<file path="src/rtl/axi_fifo_burst_reader.sv">
// Drains fixed-length bursts from the video FIFO read port onto an AXI4 write master.
// A 2-entry skid buffer hides the one-cycle FIFO read latency so W can stream at one beat per cycle.
module axi_fifo_burst_reader #(
    parameter int unsigned c_DATA_WIDTH   = 32,
    parameter int unsigned c_DEPTH_WIDTH  = 10,
    parameter int unsigned c_ADDR_WIDTH   = 28,
    parameter int unsigned c_BURST_LEN    = 16,
    parameter int unsigned c_BASE_ADDR    = 0,
    parameter int unsigned c_FRAME_BURSTS = 1200
) (
    input  logic                      rd_clk,
    input  logic                      rd_rst_n,
    input  logic                      enable,
    output logic                      fifo_rd_en,
    input  logic [c_DATA_WIDTH-1:0]   fifo_rd_data,
    input  logic                      fifo_rd_empty,
    input  logic [c_DEPTH_WIDTH:0]    fifo_rd_water_level,
    output logic [c_ADDR_WIDTH-1:0]   m_awaddr,
    output logic [7:0]                m_awlen,
    output logic [2:0]                m_awsize,
    output logic [1:0]                m_awburst,
    output logic                      m_awvalid,
    input  logic                      m_awready,
    output logic [c_DATA_WIDTH-1:0]   m_wdata,
    output logic [c_DATA_WIDTH/8-1:0] m_wstrb,
    output logic                      m_wlast,
    output logic                      m_wvalid,
    input  logic                      m_wready,
    input  logic [1:0]                m_bresp,
    input  logic                      m_bvalid,
    output logic                      m_bready,
    output logic                      busy,
    output logic                      frame_done,
    output logic                      resp_err
);

    localparam int unsigned BYTES = c_DATA_WIDTH / 8;
    localparam int unsigned BCW   = (c_FRAME_BURSTS > 1) ? $clog2(c_FRAME_BURSTS) : 1;

    localparam logic [c_ADDR_WIDTH-1:0]  BASE       = c_ADDR_WIDTH'(c_BASE_ADDR);
    localparam logic [c_ADDR_WIDTH-1:0]  STRIDE     = c_ADDR_WIDTH'(c_BURST_LEN * BYTES);
    localparam logic [c_DEPTH_WIDTH:0]   LVL_NEED   = (c_DEPTH_WIDTH + 1)'(c_BURST_LEN);
    localparam logic [8:0]               RD_MAX     = 9'(c_BURST_LEN);
    localparam logic [7:0]               LAST_BEAT  = 8'(c_BURST_LEN - 1);
    localparam logic [BCW-1:0]           LAST_BURST = BCW'(c_FRAME_BURSTS - 1);

    typedef enum logic [1:0] {IDLE, ADDR, DATA, RESP} state_t;

    state_t                    state_q;
    logic [c_DEPTH_WIDTH:0]    level_q;
    logic                      infl_q;
    logic [1:0]                occ_q, occ_d;
    logic [c_DATA_WIDTH-1:0]   head_q, head_d, tail_q, tail_d;
    logic [8:0]                rd_cnt_q;
    logic [7:0]                beat_q;
    logic [BCW-1:0]            burst_q;
    logic [c_ADDR_WIDTH-1:0]   awaddr_q;
    logic                      awvalid_q, bready_q, frame_done_q, resp_err_q;

    logic                      start, wfire, rd_en;
    logic [2:0]                occ_sum;

    assign m_awlen    = LAST_BEAT;
    assign m_awsize   = 3'($clog2(BYTES));
    assign m_awburst  = 2'b01;
    assign m_wstrb    = '1;
    assign m_awaddr   = awaddr_q;
    assign m_awvalid  = awvalid_q;
    assign m_bready   = bready_q;
    assign frame_done = frame_done_q;
    assign resp_err   = resp_err_q;
    assign busy       = (state_q != IDLE);
    assign m_wvalid   = (state_q == DATA) && (occ_q != 2'd0);
    assign m_wdata    = head_q;
    assign m_wlast    = m_wvalid && (beat_q == LAST_BEAT);
    assign fifo_rd_en = rd_en;

    // Level is registered before the compare, so a start trails the level by two cycles.
    assign start = enable && (level_q >= LVL_NEED);
    assign wfire = m_wvalid && m_wready;

    // Only issue a read if the word it returns is guaranteed a free skid slot on arrival.
    always_comb begin
        occ_sum = 3'(occ_q) + 3'(infl_q) - 3'(wfire);
        rd_en   = ((state_q == ADDR) || (state_q == DATA)) && (rd_cnt_q < RD_MAX) &&
                  !fifo_rd_empty && (occ_sum < 3'd2);
    end

    always_comb begin
        occ_d  = occ_q;
        head_d = head_q;
        tail_d = tail_q;
        unique case ({infl_q, wfire})
            2'b10: begin
                if (occ_q == 2'd0) head_d = fifo_rd_data;
                else               tail_d = fifo_rd_data;
                occ_d = occ_q + 2'd1;
            end
            2'b01: begin
                head_d = tail_q;
                occ_d  = occ_q - 2'd1;
            end
            2'b11: begin
                if (occ_q == 2'd1) begin
                    head_d = fifo_rd_data;
                end else begin
                    head_d = tail_q;
                    tail_d = fifo_rd_data;
                end
            end
            default: ;
        endcase
    end

    always_ff @(posedge rd_clk or negedge rd_rst_n) begin
        if (!rd_rst_n) begin
            state_q      <= IDLE;
            level_q      <= '0;
            infl_q       <= 1'b0;
            occ_q        <= '0;
            head_q       <= '0;
            tail_q       <= '0;
            rd_cnt_q     <= '0;
            beat_q       <= '0;
            burst_q      <= '0;
            awaddr_q     <= BASE;
            awvalid_q    <= 1'b0;
            bready_q     <= 1'b0;
            frame_done_q <= 1'b0;
            resp_err_q   <= 1'b0;
        end else begin
            level_q      <= fifo_rd_water_level;
            infl_q       <= rd_en;
            occ_q        <= occ_d;
            head_q       <= head_d;
            tail_q       <= tail_d;
            frame_done_q <= 1'b0;
            resp_err_q   <= 1'b0;
            if (rd_en) rd_cnt_q <= rd_cnt_q + 9'd1;

            unique case (state_q)
                IDLE: begin
                    if (start) begin
                        state_q   <= ADDR;
                        awvalid_q <= 1'b1;
                        rd_cnt_q  <= '0;
                    end
                end
                ADDR: begin
                    if (m_awready) begin
                        state_q   <= DATA;
                        awvalid_q <= 1'b0;
                    end
                end
                DATA: begin
                    if (wfire) begin
                        if (m_wlast) begin
                            beat_q   <= '0;
                            state_q  <= RESP;
                            bready_q <= 1'b1;
                        end else begin
                            beat_q <= beat_q + 8'd1;
                        end
                    end
                end
                RESP: begin
                    if (m_bvalid) begin
                        bready_q   <= 1'b0;
                        resp_err_q <= (m_bresp != 2'b00);
                        if (burst_q == LAST_BURST) begin
                            burst_q      <= '0;
                            awaddr_q     <= BASE;
                            frame_done_q <= 1'b1;
                        end else begin
                            burst_q  <= burst_q + BCW'(1);
                            awaddr_q <= awaddr_q + STRIDE;
                        end
                        if (start) begin
                            state_q   <= ADDR;
                            awvalid_q <= 1'b1;
                            rd_cnt_q  <= '0;
                        end else begin
                            state_q <= IDLE;
                        end
                    end
                end
                default: state_q <= IDLE;
            endcase
        end
    end

endmodule

</file>
<file path="config.mk">
export PLATFORM = sky130hd
export DESIGN_NAME = axi_fifo_burst_reader
export DESIGN_NICKNAME = d
export VERILOG_FILES = /design/src/rtl/axi_fifo_burst_reader.sv
export SDC_FILE = /design/constraint.sdc
export NUM_CORES = 1
export LEC_CHECK = 0
export CAP_MARGIN = 10
export CORE_MARGIN = 3
export CORE_UTILIZATION = 50
export CTS_CLUSTER_SIZE = 25
export DETAILED_ROUTE_END_ITERATION = 8
export GPL_TIMING_DRIVEN = 0
export PLACE_DENSITY = 0.89
export SETUP_SLACK_MARGIN = 0.05
export SKIP_LAST_GASP = 1
export SLEW_MARGIN = 20
export SYNTH_ARGS = -nofsm -noshare
export SYNTH_HDL_FRONTEND = slang
export SYNTH_SLANG_ARGS = --single-unit
</file>
<file path="constraint.sdc">
create_clock -name rd_clk -period 3.7 [get_ports rd_clk]
set_input_delay 0.555 -clock rd_clk [delete_from_list [all_inputs] [get_ports rd_clk]]
set_output_delay 0.555 -clock rd_clk [all_outputs]
set_load 0.1 [all_outputs]
</file>
* After elaboration in Yosys (flattened, before gate mapping)
Cells that the tools add are included.
** Word-level totals
- Output and inout port bits :: 85
- Bits of input ports :: 52
- Word-level logic and storage cells :: 102
- Bits in registers :: 140
** Operators by class
- Multiplexer cells :: 34
- Add/subtract/negate cells :: 8
- Equal/unequal tests :: 17
- Reduce and logical (&&, ||, !) cells :: 26
- Magnitude comparators :: 3
** Operators with widths (count)
- $mux W32 :: 4
- $pmux W32 S3 :: 1
- $pmux W32 S2 :: 1
- $add A28 B7 Y28 const B :: 1
- $mux W28 :: 1
- $mux W9 :: 3
- $pmux W9 S2 :: 1
- $ne A2 B2 Y1 const B :: 8
- $mux W1 :: 12
- $reduce_bool A2 Y1 :: 6
- $add A11 B1 Y11 const B :: 1
- $eq A11 B11 Y1 const B :: 1
- $ge A11 B5 Y1 const B :: 1
- $mux W11 :: 1
- $mux W2 :: 5
- $add A9 B1 Y9 const B :: 1
- $lt A9 B5 Y1 const B :: 1
- $add A8 B1 Y8 const B :: 1
- $eq A2 B2 Y1 const B :: 4
- $eq A8 B4 Y1 const B :: 1
- $mux W8 :: 1
- $pmux W2 S4 :: 1
- $logic_and A1 B1 Y1 :: 7
- $eq A2 B1 Y1 const B :: 3
- 16 further kinds :: 21

* Longest topological paths before layout
Gate-level depths: netlist of run 1.
- Depth in word-level cells :: 10
- Mapped depth :: 12
- Mapped depth without buffers :: 11

* Least setup slack after synthesis of run 1
OpenSTA, ideal clock, no wires.
- Path type :: flip-flop to output port
- Start point :: register beat_q[4]
- End point :: output m_wlast
- Path slack :: -0.383 ns
- Buffers on the path :: 0
- Data arrival time :: 3.528 ns
- Stages on the path, launching flop included :: 4
- Required time :: 3.145 ns
- Path through :: dfrtp_1 > or4_1 > or2_2 > nor3b_1
** On the way
- Longest elaborated chain between the ends :: 2
** RTL lines
- from (decl) :: line 55 : logic [7:0] beat_q;
- from (signal assigned) :: line 162 : beat_q <= beat_q + 8'd1;
- $eq A8 B4 Y1 :: line 75 : assign m_wlast = m_wvalid && (beat_q == LAST_BEAT);
- $logic_and A1 B1 Y1 :: line 75
- to (decl) :: line 26 : output logic m_wlast,
Every way passes these cells.

* Final worst setup path of run 1
- Start point :: register state_q[0]
- End point :: output fifo_rd_en
** On the way
- Longest elaborated chain between the ends :: 6
- Elaborated cells on any way between the ends :: 10
- Those cells by class :: 1 x add/sub; 1 x order compare; 2 x eq/ne; 6 x reduce/logical
** RTL lines
- from (decl) :: line 49 : state_t state_q;
- from (signal assigned) :: line 117 : state_q <= IDLE;
- from (signal assigned) :: line 144 : state_q <= ADDR;
- from (signal assigned) :: line 151 : state_q <= DATA;
- $eq A2 B2 Y1 :: line 73, 85
- $logic_and A1 B1 Y1 :: line 73 : assign m_wvalid = (state_q == DATA) && (occ_q != 2'd0);
- $logic_and A1 B1 Y1 :: line 80 : assign wfire = m_wvalid && m_wready;
- $sub A3 B1 Y3 :: line 84 : occ_sum = 3'(occ_q) + 3'(infl_q) - 3'(wfire);
- $lt A3 B2 Y1 :: line 86 : !fifo_rd_empty && (occ_sum < 3'd2);
- $logic_and A1 B1 Y1 * :: line 86
- to (decl) :: line 14 : output logic fifo_rd_en,
Every way passes the cells marked *; elsewhere a longest branch is shown, timed or not.

==> flow_metrics.tcl, run 1 <==
set metrics [dict create \
    synth_commonest_cells "dfrtp_1 (130), nor2_1 (64), a21oi_1 (51), mux2_2 (34), a22oi_1 (32)" \
    avgSynthCellArea_um2 10.8 \
    n_antenna_cell 0 \
    synth_xor_area_share_pct 3.76 \
    wl_per_cell_um 16.3 \
    coreArea_mm2 0.0116 \
    drive_above_1_share_pct 16.1 \
    wl_um 14100 \
    holdBufCountCts 0 \
    gp_congestion 0.828 \
    clkSlewWorstSetupHoldPaths_ns 0.05 \
    h-tree-depth 4 \
    period_share_pct 95.0 \
    grt_first_pass_wirelength_um 23400 \
    setup_violations 0 \
    ys_top_cells_by_area "dfrtp_1 (54%), mux2_2 (6.3%), a21oi_1 (4.2%), a22oi_1 (4.0%), nor2_1 (4.0%)" \
    cts_root_buffer "clkbuf_16" \
    die_x_um 116 \
    crit_start "state_q[0]$_DFFE_PN0P_" \
    firstDrtPassIters 4 \
    drt_iter0_markers 350 \
    synth_top_family_by_area "simple AND/OR/NAND/NOR gates" \
    rows 39 \
    grt_max_degree 77 \
    fin_util_pct 69.7 \
    ys_ff_latch 130 \
    r2r_start "state_q[0]$_DFFE_PN0P_" \
    arrival_ns 2.96 \
    clk_path_buf_depth 2 \
    remaining_drc_errors 0 \
    cts_tree "yes" \
    synth-adder-area-share_pct 3.23 \
    antenna_found_initial 0 \
    synth_cell_types 53 \
    cp_slowest_stage_delay_ns 0.51 \
    cp_slowest_cell "fa_1" \
    io_pins 137 \
    yosysSeqAreaShare_pct 53.8 \
    synthToLayoutAreaGrowth_pct 33.9 \
    async_flop_share_pct 100 \
    die_area_mm2 0.0135 \
    max_slew_margin_pct 31.1 \
    p_int_w 0.00412 \
    worst_slew_pin_slew_ns 1.03 \
    cp-start-kind "flip-flop" \
    critPathCaptureType "output port" \
    hpwl_um 10100 \
    finClkSkew_ns 0.00863 \
    cts-buffers-inserted 17 \
    fmax_mhz 285 \
    sw_frac_of_total_pct 47.2 \
    grt.total_usage_pct 21.9 \
    tns_ns 0 \
    synthSimpleGateAreaFrac_pct 14.9 \
    portBuffers 108 \
    synth_edf_count 0 \
    rsz0062_at_grt "false" \
    crit_type "flip-flop to output port" \
    first_global_vias 4909 \
    clk_latency_ns 0.41 \
    fin_crit_ns 3.51 \
    nFillCells 853 \
    worstPathMaxFanout 11 \
    netlist.area_leader.share_pct 53.8 \
    initial_core_util_pct 52.1 \
    p_comb_share_pct 49.9 \
    synth_top_cell_by_area "dfrtp_1" \
    path_cells "inv_1 -> ha_4 -> nand3b_1 -> buf_6 -> nor2_2 -> o21ai_0 -> fa_1 -> nor4bb_4 -> and3_4 -> buf_12" \
    ant_nets 0 \
    clkSinkCount 130 \
    routed_via_density 5.50 \
    drv_slew 0 \
    vias 4777 \
    power.density_mw_per_mm2 963 \
    synth_mux_area_share_pct 6.99 \
    die_y_um 116 \
    ir_drop_mv 0.910 \
    power_frac_seq_pct 28.6 \
    synth_compound_area_share_pct 11.7 \
    hp-class "input pin to async pin" \
    p_switching_w 0.00368 \
    yosysWarnings 0 \
    outcome "finished, final reports clean" \
    drv_cap 0 \
    netlist_instances 561 \
    required_ns 3.14 \
    p_leak_nw 3.59 \
    synth_most_common_cell "dfrtp_1" \
    hold_viol 0 \
    syn-cell-area_mm2 0.00605 \
    clockPowerShare_pct 21.5 \
    fin_nets 779 \
    synth_flop_cell "dfrtp_1" \
    grt_overflow 0 \
]
==> routing by layer <==
metal  wire length (µm)  up-vias  share of wire [%]  global-route usage (%)
met3               1080       24                7.6                    6.89
met1               5640     2346                 40                    25.9
met4                226        0                1.6                    7.73
li1                   -     2246                  -                       -
met2               7200      161                 51                    37.7
met5                  0        -                  0                       0
==> logic make-up (layout without fill, tap and decap cells) <==
| group | Yosys count | in the layout |
|---|---|---|
| flops | 130 | 130 |
| compound gates | 114 | 114 |
| simple gates | 173 | 173 |
| fa+ha+maj | 15 | 15 |
| mux | 38 | 38 |
| other cells | 2 | 23 |
| buf+inv | 63 | 206 |
| xor+xnor | 26 | 26 |
==> placed cells by master (no fill, tap or decap), drive strengths merged, types with 2 or more instances in the layout <==
master         instances
xor2                  16
a21o                   2
nand3                 16
nor2b                  7
clkbuf                39
o21ai                 12
nand4b                 2
buf                   35
mux2i                  4
clkdlybuf4s50        105
conb                  23
ha                    14
or4                    7
xnor2                 10
a21oi                 51
or2                    2
nand2                 27
mux2                  34
nand4                 13
inv                   16
dfrtp                130
a22oi                 32
nor2                  64
and2                   3
o31ai                  6
a22o                   2
or3                    6
a31oi                  2
nor4                   3
nor3                   6
bufinv                 3
and4                   7
clkinv                 7
and3                   5
==> layout make-up <==
type,instances,area [µm²],share of cell area (%)
plain buffers,47,284,3.51
repair buffers,111,1130,14.0
inverters,16,60.1,0.742
multi-input cells,389,2590,32.0
flip-flops and latches,130,3250,40.2
clock inverters,10,133,1.64
clock buffers,22,464,5.73
well taps,143,179,2.21
==> registers in the layout, indices dropped and copies added, names as in the netlist <==
name	count
resp_err	1
tail_q	32
burst_q	11
m_wdata	32
level_q	7
infl_q	1
rd_cnt_q	9
frame_done	1
m_awaddr	22
m_bready	1
m_awvalid	1
state_q	2
occ_q	2
beat_q	8
==> critical path: cells and delay by family (launching register included) <==
kind	cells	cell delay (ns)
flops	1	0.40
simple gates	4	0.76
compound gates	1	0.13
buf+inv	3	0.55
fa+ha+maj	2	0.71
==> power by group through the flow <==
stage	Clock [W]	Combinational [W]	Sequential, W
after global placement	0	0.00368	0.00220
after global routing	0.00179	0.00412	0.00229
after detailed placement	0	0.00380	0.00224
final	0.00168	0.00389	0.00223
after CTS	0.00171	0.00385	0.00223
after floorplan	0	0.00143	0.00363
==> per-stage QoR <==
stage / power [W] / hold slack [ns] / std cells / instance area [µm²] / setup slack (ns)
2_1_floorplan: 0.00507 / 0.259 / 582 / 6130 / 0.280
3_3_place_gp: 0.00587 / 0.452 / 833 / 7390 / -2.79
3_5_place_dp: 0.00604 / 0.451 / 834 / 7420 / -1.15
4_1_cts: 0.00778 / 0.107 / 866 / 8050 / -0.0452
5_1_grt: 0.00819 / 0.121 / 868 / 8100 / 0.0305
6_report: 0.00780 / 0.108 / 868 / 8100 / 0.186
==> worst paths after layout <==
check / end / slack [ns] / cells after the start
max reg2reg: rd_cnt_q[3]$_DFF_PN0_ / 0.77 / 11
min reg2reg: beat_q[7]$_DFFE_PN0P_ / 0.47 / 1
max in group asynchronous: tail_q[17]$_DFFE_PN0P_ / 2.85 / 2
min in group rd_clk: beat_q[7]$_DFFE_PN0P_ / 0.47 / 1
min: level_q[9]$_DFF_PN0_ / 0.11 / 1
max: fifo_rd_en / 0.19 / 10
==> what timing repair did <==
item / CTS / global route
setup endpoints to repair: 2 / 1
setup buffers: 0 / 2
resized for setup: 16 / 9
No activity file was read; power rests on OpenSTA's default activity.
==> run 2: changes to the inputs <==
Settings changed: CORE_ASPECT_RATIO set to 0.5, SLEW_MARGIN 20 to unset.
==> flow_metrics.tcl, run 2 (synthesis results as in run 1) <==
set metrics [dict create \
    grt_first_pass_wirelength_um 23600 \
    n_antenna_cell 0 \
    coreArea_mm2 0.0114 \
    antenna_found_initial 0 \
    initial_core_util_pct 53.1 \
    power.density_mw_per_mm2 962 \
    drv_slew 0 \
    outcome "finished, final reports clean" \
    hp-class "input pin to async pin" \
    routed_via_density 5.31 \
    drv_cap 0 \
    synthToLayoutAreaGrowth_pct 34.4 \
    cts_root_buffer "clkbuf_16" \
    wl_um 14000 \
    grt_overflow 0 \
    p_total_w 0.00782 \
    rows 27 \
    setup_violations 0 \
    fin_nets 779 \
    grt_max_degree 97 \
    io_pins 137 \
    arrival_ns 2.97 \
    crit_type "flip-flop to output port" \
    tns_ns 0 \
    clk_latency_ns 0.41 \
    drt_iter0_markers 280 \
    p_leak_nw 3.58 \
    vias 4697 \
    remaining_drc_errors 0 \
    first_global_vias 4935 \
    fmax_mhz 283 \
    most-common-layout-cells "dfrtp_1 (127), clkdlybuf4s50_1 (105), nor2_1 (63)" \
    grt.total_usage_pct 21.4 \
    drive_above_1_share_pct 16.7 \
    cp-start-kind "flip-flop" \
    die_y_um 83.8 \
    die_area_mm2 0.0135 \
    gp_congestion 0.797 \
    ant_nets 0 \
    required_ns 3.14 \
    ir_drop_mv 0.891 \
    h-tree-depth 4 \
    cts-buffers-inserted 17 \
    clkSlewWorstSetupHoldPaths_ns 0.06 \
    wl_per_cell_um 15.8 \
    final_common_cell "dfrtp_1" \
    worstPathMaxFanout 11 \
    portBuffers 108 \
    hold_viol 0 \
    firstDrtPassIters 5 \
    clk_path_buf_depth 2 \
    hpwl_um 9420 \
    worst_slew_pin_slew_ns 0.997 \
    fin_crit_ns 3.53 \
    critPathCaptureType "output port" \
    period_share_pct 95.4 \
    die_x_um 162 \
    nFillCells 808 \
    cts_tree "yes" \
    finClkSkew_ns 0.00804 \
    clkSinkCount 130 \
    max_slew_margin_pct 33.3 \
]
## run 2: power by group
| group | total, W | switching (W) | internal (W) |
|---|---|---|---|
| Clock | 0.00174 | 0.000637 | 0.00110 |
| Combinational | 0.00385 | 0.00273 | 0.00112 |
| Sequential | 0.00223 | 0.000330 | 0.00190 |
| Total | 0.00782 | 0.00370 | 0.00412 |
## run 2: cell type report
cell class | count | area [µm²] | share of cell area (%)
flip-flops and latches | 130 | 3260 | 40.1
multi-input cells | 389 | 2580 | 31.7
repair buffers | 111 | 1130 | 13.9
clock buffers | 21 | 460 | 5.67
plain buffers | 47 | 284 | 3.49
well taps | 159 | 199 | 2.45
clock inverters | 11 | 153 | 1.88
inverters | 16 | 60.1 | 0.739
## run 2: worst paths after layout
path	start	end	slack [ns]	cells after the start
setup / recovery	state_q[0]$_DFFE_PN0P_	fifo_rd_en	0.17	10
hold / removal	rd_rst_n	m_wdata[24]$_DFFE_PN0P_	0.02	1
setup reg to reg	state_q[0]$_DFFE_PN0P_	rd_cnt_q[3]$_DFF_PN0_	0.64	12
hold reg to reg	beat_q[7]$_DFFE_PN0P_	beat_q[7]$_DFFE_PN0P_	0.47	1
max in group asynchronous	rd_rst_n	state_q[0]$_DFFE_PN0P_	2.87	2
min in group rd_clk	beat_q[7]$_DFFE_PN0P_	beat_q[7]$_DFFE_PN0P_	0.47	1
## run 2: per-layer routing
| layer | wire [µm] | vias to the layer above | part of all wire (%) | global-route usage [%] |
|---|---|---|---|---|
| met5 | 0 | - | 0 | 0 |
| met4 | 223 | 0 | 1.6 | 7.88 |
| met3 | 847 | 26 | 6.1 | 5.95 |
| met2 | 6840 | 147 | 49 | 36.1 |
| met1 | 6060 | 2281 | 43 | 26.5 |
| li1 | - | 2243 | - | - |
## run 2: metrics by stage
stage	util, %	cell area (µm²)	instances	hold slack (ns)	setup WS [ns]
final	71.4	8130	884	0.0229	0.171
after global routing	71.4	8130	884	0.0367	-0.0338
after CTS	71.0	8090	882	0.0321	-0.0118
after detailed placement	65.4	7440	850	0.452	-1.12
after global placement	65.1	7410	849	0.454	-2.94
after floorplan	-	6130	582	0.259	0.280
## run 2: timing repair
action	CTS	global route
hold buffers	0	0
resized for setup	16	11
endpoints found under the setup margin	2	1
buffers inserted	0	2
## run 2: critical path: stages, from the launching register on
cell and delay [ns]:
dfrtp_2 0.44, inv_2 0.12, ha_2 0.23, nand3b_1 0.16, buf_6 0.19, nor2_2 0.12
o21ai_0 0.14, fa_1 0.50, nor4bb_4 0.23, and3_4 0.26, buf_12 0.17
